[config.mk]
export PLATFORM = sky130hd
export DESIGN_NAME = uart_rx
export DESIGN_NICKNAME = d
export VERILOG_FILES = /design/src/rtl/uart_pkg.sv /design/src/rtl/uart_rx_sync.sv /design/src/rtl/uart_rx.sv
export SDC_FILE = /design/constraint.sdc
export NUM_CORES = 1
export LEC_CHECK = 0
export CELL_PAD_IN_SITES_DETAIL_PLACEMENT = 1
export CELL_PAD_IN_SITES_GLOBAL_PLACEMENT = 1
export CORE_ASPECT_RATIO = 1.75
export CORE_MARGIN = 3
export CORE_UTILIZATION = 35
export DETAILED_ROUTE_END_ITERATION = 12
export GPL_TIMING_DRIVEN = 0
export PLACE_DENSITY = 0.74
export SLEW_MARGIN = 25
export SYNTH_ARGS = -nofsm -noshare
export SYNTH_HDL_FRONTEND = slang
export SYNTH_SLANG_ARGS = --single-unit
[constraint.sdc]
create_clock -name clk -period 4.15 [get_ports clk]
set_clock_uncertainty 0.1 [all_clocks]
set_input_delay 0.83 -clock clk [delete_from_list [all_inputs] [get_ports clk]]
set_output_delay 0.83 -clock clk [all_outputs]
set_load 0.01 [all_outputs]
[src/rtl/uart_pkg.sv]
// UART shared types and helpers.
// Used by both uart_rx and uart_tx.
package uart_pkg;

  typedef enum logic [2:0] {
    ST_IDLE,
    ST_START,
    ST_DATA,
    ST_PARITY,
    ST_STOP,
    ST_BREAK
  } uart_state_e;

  typedef enum logic [1:0] {
    PAR_NONE,
    PAR_EVEN,
    PAR_ODD
  } parity_e;

  localparam int unsigned WORD_MAX = 32;

  function automatic int unsigned baud_div(
    input int unsigned clk_rate,
    input int unsigned baud
  );
    return clk_rate / baud;
  endfunction

  // Expected parity bit; callers zero-extend data.
  function automatic logic parity_calc(
    input logic [WORD_MAX-1:0] data,
    input parity_e             mode
  );
    logic p;
    logic r;
    p = ^data;
    unique case (mode)
      PAR_EVEN: r = p;
      PAR_ODD:  r = ~p;
      default:  r = 1'b0;
    endcase
    return r;
  endfunction

endpackage

[src/rtl/uart_rx_sync.sv]
// Two-flop synchroniser for the asynchronous RX pin.
// Resets to the idle (high) line level.
module uart_rx_sync (
  input  logic clk,
  input  logic rst,
  input  logic d_i,
  output logic q_o
);

  logic [1:0] sync_q;

  always_ff @(posedge clk) begin
    if (rst) begin
      sync_q <= 2'b11;
    end else begin
      sync_q <= {sync_q[0], d_i};
    end
  end

  assign q_o = sync_q[1];

endmodule

[src/rtl/uart_rx.sv]
// UART receiver: start, data (LSB first), optional parity, stop.
// Single-entry output buffer on a valid/ready stream.
module uart_rx
  import uart_pkg::*;
#(
  parameter int unsigned clk_rate = 50_000_000,
  parameter int unsigned Baud     = 115200,
  parameter int unsigned Word_len = 8,
  parameter string       PARITY   = "even"
) (
  input  logic                clk,
  input  logic                rst,
  input  logic                Uart_rx,
  output logic [Word_len-1:0] rx_data,
  output logic                rx_data_valid,
  input  logic                rx_data_ready,
  output logic                rx_parity_err,
  output logic                rx_frame_err,
  output logic                rx_overrun
);

  localparam int unsigned BDIV = baud_div(clk_rate, Baud);
  localparam int unsigned H    = BDIV / 2;
  localparam int unsigned CW   = $clog2(BDIV);
  localparam int unsigned BW   = $clog2(Word_len + 1);

  localparam logic [CW-1:0] BAUD_LAST = CW'(BDIV - 1);
  localparam logic [CW-1:0] HALF_LAST = CW'(H - 1);
  localparam logic [BW-1:0] BIT_LAST  = BW'(Word_len - 1);

  localparam parity_e PMODE =
    (PARITY == "none") ? PAR_NONE :
    (PARITY == "odd")  ? PAR_ODD  : PAR_EVEN;

  logic                rx_s;
  uart_state_e         state_q;
  logic [CW-1:0]       baud_cnt_q;
  logic [BW-1:0]       bit_cnt_q;
  logic [Word_len-1:0] shift_q;
  logic                par_bad_q;
  logic [Word_len-1:0] data_q;
  logic                perr_q;
  logic                ferr_q;
  logic                valid_q;
  logic                ovr_q;

  logic                baud_end_d;
  logic                half_end_d;
  logic                last_bit_d;
  logic                par_err_d;
  logic                done_d;
  logic                load_d;

  uart_rx_sync u_sync (
    .clk (clk),
    .rst (rst),
    .d_i (Uart_rx),
    .q_o (rx_s)
  );

  assign baud_end_d = (baud_cnt_q == BAUD_LAST);
  assign half_end_d = (baud_cnt_q == HALF_LAST);
  assign last_bit_d = (bit_cnt_q == BIT_LAST);
  assign par_err_d  = rx_s ^
    parity_calc(WORD_MAX'(shift_q), PMODE);
  assign done_d     = (state_q == ST_STOP) && baud_end_d;
  assign load_d     = done_d && (!valid_q || rx_data_ready);

  always_ff @(posedge clk) begin
    if (rst) begin
      state_q    <= ST_IDLE;
      baud_cnt_q <= '0;
      bit_cnt_q  <= '0;
      shift_q    <= '0;
      par_bad_q  <= 1'b0;
      data_q     <= '0;
      perr_q     <= 1'b0;
      ferr_q     <= 1'b0;
      valid_q    <= 1'b0;
      ovr_q      <= 1'b0;
    end else begin
      ovr_q <= 1'b0;
      unique case (state_q)
        ST_IDLE: begin
          baud_cnt_q <= '0;
          bit_cnt_q  <= '0;
          par_bad_q  <= 1'b0;
          if (!rx_s) state_q <= ST_START;
        end
        ST_START: begin
          if (half_end_d) begin
            baud_cnt_q <= '0;
            state_q    <= rx_s ? ST_IDLE : ST_DATA;
          end else begin
            baud_cnt_q <= baud_cnt_q + 1'b1;
          end
        end
        ST_DATA: begin
          if (baud_end_d) begin
            baud_cnt_q <= '0;
            shift_q    <= {rx_s, shift_q[Word_len-1:1]};
            bit_cnt_q  <= bit_cnt_q + 1'b1;
            if (last_bit_d) begin
              state_q <= (PMODE == PAR_NONE) ?
                ST_STOP : ST_PARITY;
            end
          end else begin
            baud_cnt_q <= baud_cnt_q + 1'b1;
          end
        end
        ST_PARITY: begin
          if (baud_end_d) begin
            baud_cnt_q <= '0;
            par_bad_q  <= par_err_d;
            state_q    <= ST_STOP;
          end else begin
            baud_cnt_q <= baud_cnt_q + 1'b1;
          end
        end
        ST_STOP: begin
          // Leave mid stop bit so the next start edge is not missed.
          if (baud_end_d) begin
            baud_cnt_q <= '0;
            state_q    <= rx_s ? ST_IDLE : ST_BREAK;
          end else begin
            baud_cnt_q <= baud_cnt_q + 1'b1;
          end
        end
        ST_BREAK: begin
          if (rx_s) state_q <= ST_IDLE;
        end
        default: state_q <= ST_IDLE;
      endcase

      if (done_d) begin
        if (load_d) begin
          data_q  <= shift_q;
          perr_q  <= par_bad_q;
          ferr_q  <= !rx_s;
          valid_q <= 1'b1;
        end else begin
          ovr_q <= 1'b1;
        end
      end else if (valid_q && rx_data_ready) begin
        valid_q <= 1'b0;
      end
    end
  end

  assign rx_data       = data_q;
  assign rx_data_valid = valid_q;
  assign rx_parity_err = perr_q;
  assign rx_frame_err  = ferr_q;
  assign rx_overrun    = ovr_q;

endmodule

After elaboration in Yosys (flattened, before gate mapping). Index checks and enable logic that the tools add are counted.

Bitwise logic cells: 2. Reductions and logical operators: 20. Equal/unequal tests: 16. Muxes and demuxes: 21. Add/subtract/negate cells: 2.

Operators by type and width (number): $reduce_xor A32 Y1 (1); $pmux W9 S3 (1); $mux W3 (8); $mux W9 (2); $pmux W3 S6 (1); $ne A2 B2 Y1 const B (6); $reduce_and A2 Y1 (5); $add A9 B1 Y9 const B (1); $eq A9 B8 Y1 const B (1); $eq A9 B9 Y1 const B (1); $pmux W4 S2 (1); $reduce_and A7 Y1 (1); $eq A3 B2 Y1 const B (2); $eq A3 B3 Y1 const B (2); $reduce_bool A2 Y1 (3); $mux W1 (5); $add A4 B1 Y4 const B (1); $eq A4 B3 Y1 const B (1); $mux W4 (1); $ne A2 B1 Y1 const B (2); $eq A3 B1 Y1 const B (1); $logic_and A1 B1 Y1 (3); $logic_not A3 Y1 (1); $reduce_bool A3 Y1 (1); 8 further kinds (9).

Logic and storage cells: 72. Output and inout port bits: 12. Input port bits: 4. Register bits after elaboration: 39.

Longest topological paths before layout. Gate-level depths: netlist of run 1.

Word-level depth: 5. Mapped depth: 8. Gate-level depth less buffers: 6.

Cells and area by module. Synthesis of run 1 repeated with hierarchy kept, for this count alone.

Cell total of the unflattened synthesis: 206. Area total of the unflattened synthesis: 1931.9 um^2.

By module, submodules not included: uart_rx (times used 1, sequential area each 740.7 um^2, cells each 202, area each 1879.3 um^2); uart_rx_sync (times used 1, sequential area each 40.0 um^2, cells each 4, area each 52.6 um^2).

Least setup slack after synthesis of run 1. No wires, ideal clock.

Path kind: in2reg. Start: in rx_data_ready. End: reg data_q[5], in the netlist rx_data[5]. Data required time: 3922 ps. Library setup time: 128 ps. Stages on the path: 5. Data arrival time: 1495 ps. Path buffers: 1. Slack: 2427 ps. Cells stage by stage: nand2b_1 -> nand4_1 -> buf_4 -> mux2i_1 -> nor2_1.

Cells in the longest elaborated chain, start to end: 3.

Ends and longest elaborated chain: from (decl) (RTL line uart_rx.sv:16) `input logic rx_data_ready,`; $logic_or A1 B1 Y1 (RTL line uart_rx.sv:67) `assign load_d = done_d && (!valid_q || rx_data_ready);`; $logic_and A1 B1 Y1 (RTL line uart_rx.sv:67); $reduce_and A2 Y1 (no line); to (signal assigned) (RTL line uart_rx.sv:137) `data_q <= shift_q;`; to (decl) (RTL line uart_rx.sv:41) `logic [Word_len-1:0] data_q;`.

Every way passes these cells. A chain may end at the register's enable or synchronous reset.

Final worst setup path of run 1.
Start: reg valid_q, in the netlist rx_data_valid. End: out rx_data_valid.

RTL lines: from (decl) (RTL line uart_rx.sv:44) `logic valid_q;`; from (signal assigned) (RTL line uart_rx.sv:79) `valid_q <= 1'b0;`; from (signal assigned) (RTL line uart_rx.sv:140) `valid_q <= 1'b1;`; from (signal assigned) (RTL line uart_rx.sv:145) `valid_q <= 1'b0;`; to (decl) (RTL line uart_rx.sv:15) `output logic rx_data_valid,`.

No word-level cell between the ends.

==> results.json, run 1 <==
{
  "core_sq_um": 5105,
  "path_max_fanout": 2,
  "synth_area_leaders": "dfxtp_1, mux2i_1, nor2_1",
  "clkTransAtPathRegs_ns": 0.08,
  "layout_common_cells": "dfxtp_1, nor2_1, mux2i_1",
  "max_freq_ghz": 0.4745,
  "hpwl_microns": 3353,
  "area_delta_synth_final_pct": 15.25,
  "antenna_found_initial": 0,
  "synth_top_family_by_area": "simple AND/OR/NAND/NOR gates",
  "setup_viol": 0,
  "globalplace.congestion": 0.8210,
  "endpoint_kind": "output port",
  "synth_top_cell_by_area": "dfxtp_1",
  "ant_nets": 0,
  "critPathBufInv": 1,
  "worstPathRequired_ns": 3.22,
  "place.port_buffers": 14,
  "final_common_cell": "dfxtp_1",
  "cp-startpoint": "rx_data_valid",
  "crit_end": "rx_data_valid",
  "critPathArrivalTime_ns": 1.18,
  "synth_ff_type": "dfxtp_1",
  "post_cts_buffers": 0,
  "ios": 16,
  "p_leak_uw": 0.0008007,
  "fin_util": 0.4279,
  "dr.pass1.iters": 4,
  "final.fill_count": 593,
  "grt_pass1_wl_microns": 7507,
  "critPathSlowestCell": "clkdlybuf4s50_1",
  "p_per_area_nw_per_um2": 300.9,
  "synthMuxAreaShare": 0.09505,
  "finalHoldViolations": 0,
  "crit_cells": 1,
  "r2r_slack_ns": 2.17,
  "post_drt_wl_per_cell_microns": 16.48,
  "start_util": 0.3713,
  "async_reset_ff_frac": 0,
  "diodes": 0,
  "synth_edf_count": 0,
  "synth_compound_area_frac": 0.1479,
  "drive_gt1_frac": 0.1343,
  "drcViolationCount": 0,
  "period_needed_ns": 2.108,
  "fin_crit_sh": 0.5079,
  "clk_path_buf_depth": 2,
  "tns_ns": 0,
  "worst_pin_slew_ns": 0.5794,
  "grt_start_max_net_pins": 12,
  "clk_latency_ns": 0.29,
  "synth_cell_types": 49,
  "finalMaxSlewViolations": 0,
  "cts-root-buf": "clkbuf_8",
  "grt.overflow.total": 0,
  "ys.warnings.count": 0,
  "synth_xor_area_frac": 0.05809,
  "holdCritPathClass": "flip-flop to flip-flop",
  "crit_path_start_kind": "flip-flop",
  "numCtsBuffers": 5,
  "cts.sinks": 39,
  "crit_family": "buffers and inverters",
  "synth_nets": 202,
  "synth_top_area_share": 0.4119,
  "slew-limit-headroom": 0.6085,
  "synth-adder-area-share": 0.02640,
  "grt_setup_unrepaired": "no",
  "design_area_sq_um": 2185,
  "die_h_microns": 103.4,
  "layoutNonFillerInstCount": 270,
  "cap_viol_max_count": 0,
  "row_count": 34,
  "cpPeakStageDelay_ns": 0.55,
  "synthCells": 194,
  "path_cells": "clkdlybuf4s50_1",
  "holdBufCountCts": 0,
  "viasPerCell": 5.519,
  "syn_area_per_cell_sq_um": 9.771,
  "r2r-end": "state_q[2]",
  "worstSetupPathType": "flip-flop to output port",
  "cts_resized": 0,
  "dieArea_sq_um": 6370,
  "place_area_sq_um": 2103,
  "htreeDepth": 2,
  "ys_ff_latch": 39,
  "die_w_microns": 61.63,
  "final_nets": 223,
  "placedCellCount": 262,
  "status": "complete, no violations",
  "syn_area_sq_um": 1896,
  "cts_tree": "built",
  "grt_pass1_vias": 1587,
  "ir_drop_mv": 0.2235,
  "synth-simple-area-share": 0.2073,
  "r2r_start": "baud_cnt_q[0]",
  "rr_worst_depth": 6,
  "drt_wl_total_microns": 4450,
  "drt-initial-drc-count": 21,
  "grt_usage": 0.1597,
  "seq_area_frac_synth": 0.4119,
  "num_vias": 1490
}
[worst register-to-register path, cell delays in order, from the launching register on]
cell and delay, ns:
dfxtp_1 0.35, inv_1 0.08, ha_1 0.13, nor4bb_1 0.48
a211oi_4 0.19, nor2_2 0.35, a311oi_1 0.15
[cells by family after synthesis]
family	count (synthesis)
AND/OR/NAND/NOR	69
flip-flops	39
AO/OA/AOI/OAI	35
buffers and inverters	18
multiplexers	18
XOR/XNOR	11
adder cells (fa/ha/maj)	4
[sequential cells by signal, indices dropped and copies added, names as in the netlist]
signal	cells
baud_cnt_q	9
bit_cnt_q	4
par_bad_q	1
rx_data	8
rx_data_valid	1
rx_frame_err	1
rx_overrun	1
rx_parity_err	1
shift_q	8
state_q	3
u_sync.sync_q	2
[cell type report]
class / instances / area [sq um] / area share
buffer: 13 / 82.58 / 0.03780
clock buffer: 7 / 76.32 / 0.03494
clock inverter: 1 / 5.005 / 0.002291
inverter: 5 / 18.77 / 0.008591
multi-input combinational: 137 / 1013 / 0.4639
sequential: 39 / 780.7 / 0.3574
tap: 54 / 67.56 / 0.03093
timing repair buffer: 14 / 140.1 / 0.06415
[worst min path at each step]
stage               slack, ns  cells past startpoint             start               end
finish                   0.33                      1  u_sync.sync_q[0]  u_sync.sync_q[1]
floorplan                0.29                      1  u_sync.sync_q[0]  u_sync.sync_q[1]
global placement         0.30                      1  u_sync.sync_q[0]  u_sync.sync_q[1]
global route             0.35                      1  u_sync.sync_q[0]  u_sync.sync_q[1]
CTS                      0.33                      1  u_sync.sync_q[0]  u_sync.sync_q[1]
detailed placement       0.31                      1  u_sync.sync_q[0]  u_sync.sync_q[1]
[metrics by stage]
step	power [uW]	setup WS [ns]	hold slack, ns
after global routing	685.4	1.990	0.3503
final	657.3	2.042	0.3273
after global placement	414.6	1.893	0.2953
after detailed placement	415.1	1.860	0.3143
after CTS	668.3	2.036	0.3283
after floorplan	405.5	2.427	0.2895
[per-layer routing]
layer / global-route usage / share of wire
met1: 0.1560 / 0.38
met2: 0.3010 / 0.57
met3: 0.03106 / 0.022
met4: 0.08007 / 0.026
met5: 0 / 0
[cells in the mapped netlist, drive strengths merged, types with 2 or more instances]
cell type  number
nand4           7
a211oi          6
a21oi           7
or3             3
nand3           5
mux2i          18
inv             5
o31ai           2
nor2b           3
buf             8
nand2           8
a221oi          2
a31oi           3
or2             3
xor2            2
and4b           2
ha              4
o21ai           7
nor3            2
xnor2           8
and3            2
clkbuf          5
and2            4
nor2           22
dfxtp          39
nor3b           2
nand2b          2
[power breakdown]
| part | total, uW | internal [uW] | switching (uW) |
|---|---|---|---|
| Clock | 252 | 118 | 133 |
| Sequential | 377 | 376 | 1.27 |
| Combinational | 28.6 | 10.3 | 18.3 |
Note: power is estimated with default switching activity, not from simulation.
==> inputs of run 2 (changes only) <==
Settings changed: PLACE_DENSITY 0.74 to 0.77.
Clock period 4.15 ns to 1.9 ns, I/O delays scaled along.
==> run 2 against run 1 <==
  * Combinational power up 130%
  * Via count up 0.20%
  * Register-to-register slack worse by 2.0 ns
  * Sequential share of layout area down 1.4 points
  * Non-clock buffer count up 6
  * Sequential power up 120%
  * Total power up 140%
  * Setup slack worse by 1.9 ns
  * Routed wire length down 0.40%
  * First-iteration DRC count up 4.8%
  * Critical path depth up 5
  * Critical path type is now flip-flop to flip-flop
  * Critical endpoint is now baud_cnt_q[6]
==> results.json, run 2 (synthesis results as in run 1) <==
{
  "slew-limit-headroom": 0.6274,
  "grt.overflow.total": 0,
  "largest-register": "baud_cnt_q",
  "p_leak_uw": 0.0008452,
  "critPathArrivalTime_ns": 1.82,
  "finalMaxSlewViolations": 0,
  "cts.sinks": 39,
  "min_from": "u_sync.sync_q[0]",
  "rr_worst_depth": 6,
  "core_sq_um": 5105,
  "drt-initial-drc-count": 22,
  "grt_pass1_wl_microns": 7452,
  "htreeDepth": 2,
  "row_count": 34,
  "num_vias": 1493,
  "layoutNonFillerInstCount": 275,
  "p_per_area_nw_per_um2": 688.4,
  "fin_crit_sh": 0.9297,
  "worstPathRequired_ns": 1.95,
  "final_common_cell": "dfxtp_1",
  "die_h_microns": 103.4,
  "post_drt_wl_per_cell_microns": 16.12,
  "r2r_slack_ns": 0.13,
  "largest_reg_flops": 9,
  "cts_tree": "built",
  "viasPerCell": 5.429,
  "area_delta_synth_final_pct": 20.46,
  "whs_endpoint": "u_sync.sync_q[1]",
  "worstHoldPathCells": 1,
  "clk_path_buf_depth": 2,
  "globalplace.congestion": 0.7773,
  "path_max_fanout": 7,
  "diodes": 0,
  "ir_drop_mv": 0.4661,
  "drive_gt1_frac": 0.1810,
  "r2r-end": "baud_cnt_q[6]",
  "cts-root-buf": "clkbuf_8",
  "dr.pass1.iters": 4,
  "path_cells": "inv_1, ha_1, nor4bb_2, a211oi_4, nor2_2, a221oi_1",
  "crit_family": "simple AND/OR/NAND/NOR gates",
  "place.port_buffers": 14,
  "layout_common_cells": "dfxtp_1, nor2_1, mux2i_1",
  "ios": 16,
  "grt_start_max_net_pins": 13,
  "start_util": 0.3713,
  "dieArea_sq_um": 6370,
  "critPathBufInv": 1,
  "drcViolationCount": 0,
  "worstSetupPathType": "flip-flop to flip-flop",
  "antenna_found_initial": 0,
  "endpoint_kind": "flip-flop",
  "clk_latency_ns": 0.30,
  "clkTransAtPathRegs_ns": 0.08,
  "numCtsBuffers": 5,
  "grt_usage": 0.1589,
  "holdBufCountCts": 0,
  "crit_path_start_kind": "flip-flop",
  "cpPeakStageDelay_ns": 0.34,
  "final_nets": 229,
  "die_w_microns": 61.63,
  "worst_pin_slew_ns": 0.5588,
  "critPathSlowestCell": "dfxtp_2",
  "grt_pass1_vias": 1610,
  "status": "complete, no violations",
  "period_needed_ns": 1.766,
  "cap_viol_max_count": 0,
  "holdCritPathClass": "flip-flop to flip-flop",
  "placedCellCount": 262,
  "hpwl_microns": 3213,
  "finalHoldViolations": 0,
  "drt_wl_total_microns": 4432,
  "r2r_start": "baud_cnt_q[0]",
  "max_freq_ghz": 0.5661,
  "setup_viol": 0,
  "ant_nets": 0,
  "hold_ws_ns": 0.3116
}
-- run 2: cell count changes in the layout (fill, tap and decap cells not counted), moves of 2 or more --
| cell | previous run | this run |
|---|---|---|
| dfxtp_1 | 39 | 37 |
| clkbuf_1 | 6 | 4 |
| dfxtp_2 | 0 | 2 |
| buf_6 | 2 | 5 |
| buf_4 | 3 | 8 |
-- run 2: worst max path at each step --
| stage | from | endpoint | slack [ns] | cells after the start |
|---|---|---|---|---|
| 2_1_floorplan | baud_cnt_q[1] | rx_data[5] | 0.24 | 8 |
| 3_3_place_gp | baud_cnt_q[0] | baud_cnt_q[6] | -0.11 | 6 |
| 3_5_place_dp | baud_cnt_q[0] | baud_cnt_q[6] | -0.07 | 6 |
| 4_1_cts | baud_cnt_q[1] | rx_data[5] | 0.006 | 8 |
| 5_1_grt | baud_cnt_q[1] | rx_data[2] | -0.01 | 8 |
| 6_report | baud_cnt_q[0] | baud_cnt_q[6] | 0.13 | 6 |
-- run 2: routing by layer --
metal	GRT usage	part of all wire	vias up
met5	0	0	-
met4	0.08007	0.023	0
met3	0.02981	0.017	6
met2	0.2938	0.57	13
met1	0.1612	0.39	733
li1	-	-	741
-- run 2: area by class of cell --
cell class,count,area (sq um)
Multi-Input combinational cell,137,1026
Buffer,13,92.59
Sequential cell,39,783.3
Timing Repair Buffer,20,188.9
Clock inverter,2,37.54
Tap cell,54,67.56
Inverter,5,18.77
Clock buffer,5,68.82
Fill cell,582,2821
-- run 2: power breakdown --
part	internal [uW]	switching, uW	total, uW	leakage (uW)
clock	384	298	682	0.0000502
sequential	821	2.79	824	0.000316
combinational	24.9	41.5	66.4	0.000479
total	1230	342	1570	0.000845
-- run 2: metrics by stage --
stage	TNS [ns]	utilization	power (uW)	setup slack, ns	cell area (sq um)
floorplan	0	-	885.6	0.2372	1896
global placement	-0.6176	0.4120	905.8	-0.1087	2103
detailed placement	-0.3766	0.4120	906.6	-0.07231	2103
CTS	0	0.4377	1598	0.006321	2235
global route	-0.02731	0.4473	1635	-0.01306	2283
finish	0	0.4473	1572	0.1335	2283
-- run 2: what timing repair did --
action,in CTS,in global routing
hold endpoints to repair,0,0
cloned,0,1
buffers inserted,2,3
gates resized for setup,2,11
pin swaps,1,2
setup endpoints to repair,16,29
==> inputs of run 3 (changes only) <==
Settings changed: CTS_CLUSTER_DIAMETER from default to 200, PLACE_DENSITY 0.77 to 0.68.
==> run 3 against run 2 <==
  * Cell count up 0.36%
  * Routed wire length up 3.2%
  * Highest routed layer unchanged
  * Final area up 0.49%
  * Flip-flop and latch count unchanged
==> results.json, run 3 (synthesis results as in run 1) <==
{
  "cts_tree": "built",
  "worstPathRequired_ns": 2.00,
  "slew-limit-headroom": 0.6416,
  "place_area_sq_um": 2103,
  "grt_setup_unrepaired": "yes",
  "endpoint_kind": "flip-flop",
  "worst_pin_slew_ns": 0.5377,
  "worstSetupPathType": "flip-flop to flip-flop",
  "antenna_found_initial": 0,
  "p_per_area_nw_per_um2": 705.8,
  "setup_viol": 0,
  "grt_start_max_net_pins": 13,
  "fin_crit_sh": 0.9451,
  "grt_usage": 0.1592,
  "die_w_microns": 61.63,
  "clk_path_buf_depth": 2,
  "pre_cts_ws_ns": 0.005500,
  "finalMaxSlewViolations": 0,
  "cap_viol_max_count": 0,
  "largest-register": "baud_cnt_q",
  "drive_gt1_frac": 0.1802,
  "layout_common_cells": "dfxtp_1, nor2_1, mux2i_1",
  "holdBufCountCts": 0,
  "drt-initial-drc-count": 30,
  "final_nets": 229,
  "numCtsBuffers": 5,
  "dieArea_sq_um": 6370,
  "post_drt_wl_per_cell_microns": 16.58,
  "num_vias": 1507,
  "power_uw": 1620,
  "area_delta_synth_final_pct": 21.06,
  "finalHoldViolations": 0,
  "viasPerCell": 5.460,
  "final.fill_count": 586,
  "crit_path_start_kind": "flip-flop",
  "path_max_fanout": 8,
  "diodes": 0,
  "clkTransAtPathRegs_ns": 0.08,
  "design_area_sq_um": 2295,
  "die_h_microns": 103.4,
  "grt.overflow.total": 0,
  "holdCritPathClass": "flip-flop to flip-flop",
  "place.port_buffers": 14,
  "cts-root-buf": "clkbuf_8",
  "status": "complete, no violations",
  "p_leak_uw": 0.0008557,
  "dr.pass1.iters": 4,
  "drcViolationCount": 0,
  "globalplace.congestion": 0.7343,
  "row_count": 34,
  "core_sq_um": 5105,
  "final.setup.worst_slack_ns": 0.1044,
  "hpwl_microns": 3281,
  "max_freq_ghz": 0.5569,
  "ir_drop_mv": 0.3407,
  "ant_nets": 0,
  "htreeDepth": 2,
  "critPathArrivalTime_ns": 1.90,
  "drt_wl_total_microns": 4576,
  "final_common_cell": "dfxtp_1",
  "grt_pass1_vias": 1554,
  "grt_pass1_wl_microns": 7472,
  "cts.sinks": 39,
  "period_needed_ns": 1.796,
  "largest_reg_flops": 9,
  "start_util": 0.3713,
  "ios": 16,
  "clk_latency_ns": 0.29
}
run 3: path summary, 6_finish.rpt:
kind	from	end	slack (ns)	cells past startpoint
setup / recovery	baud_cnt_q[1]	state_q[2]	0.10	7
hold / removal	u_sync.sync_q[0]	u_sync.sync_q[1]	0.31	1
setup reg to reg	baud_cnt_q[1]	state_q[2]	0.10	7
hold reg to reg	u_sync.sync_q[0]	u_sync.sync_q[1]	0.31	1
run 3: stage by stage:
| stage | TNS [ns] | utilization | hold slack [ns] | cells |
|---|---|---|---|---|
| after floorplan | 0 | - | 0.2895 | 194 |
| after global placement | -0.002835 | 0.4120 | 0.2919 | 262 |
| after detailed placement | 0 | 0.4120 | 0.2950 | 262 |
| after CTS | 0 | 0.4385 | 0.3145 | 271 |
| after global routing | -0.1402 | 0.4495 | 0.3379 | 276 |
| final | 0 | 0.4495 | 0.3135 | 276 |
run 3: final cells by class:
| cell class | instances | area [sq um] | area share |
|---|---|---|---|
| plain buffers | 13 | 92.59 | 0.04035 |
| repair buffers | 20 | 188.9 | 0.08233 |
| well taps | 54 | 67.56 | 0.02944 |
| clock buffers | 6 | 82.58 | 0.03599 |
| multi-input cells | 137 | 1026 | 0.4471 |
| flip-flops and latches | 39 | 783.3 | 0.3413 |
| clock inverters | 2 | 35.03 | 0.01527 |
| inverters | 5 | 18.77 | 0.008179 |
run 3: repair_timing:
action | 4_1_cts | 5_1_grt
endpoints found under the setup margin | 3 | 25
pin swaps | 1 | 3
buffers inserted | 1 | 4
gates cloned | 0 | 1
resized for setup | 2 | 10
run 3: critical path, stage by stage (launching register included):
cell and delay [ns]:
dfxtp_2 0.35, inv_1 0.06, ha_1 0.16, and4bb_2 0.21
buf_4 0.17, a2bb2oi_4 0.23, nor2_2 0.13, a311oi_1 0.28
run 3: per-layer routing:
layer | global-route usage | vias up | routed length, microns | share of wire
met5 | 0 | - | 0 | 0
met4 | 0.05719 | 0 | 79 | 0.017
met3 | 0.03354 | 8 | 138 | 0.030
met2 | 0.2954 | 25 | 2619 | 0.57
met1 | 0.1691 | 733 | 1739 | 0.38
li1 | - | 741 | - | -
run 3: power breakdown:
group	switching (uW)	internal (uW)	leakage, uW	total [uW]
combinational	41.5	26.5	0.000479	68.0
sequential	2.82	821	0.000316	824
clock	303	425	0.0000612	728
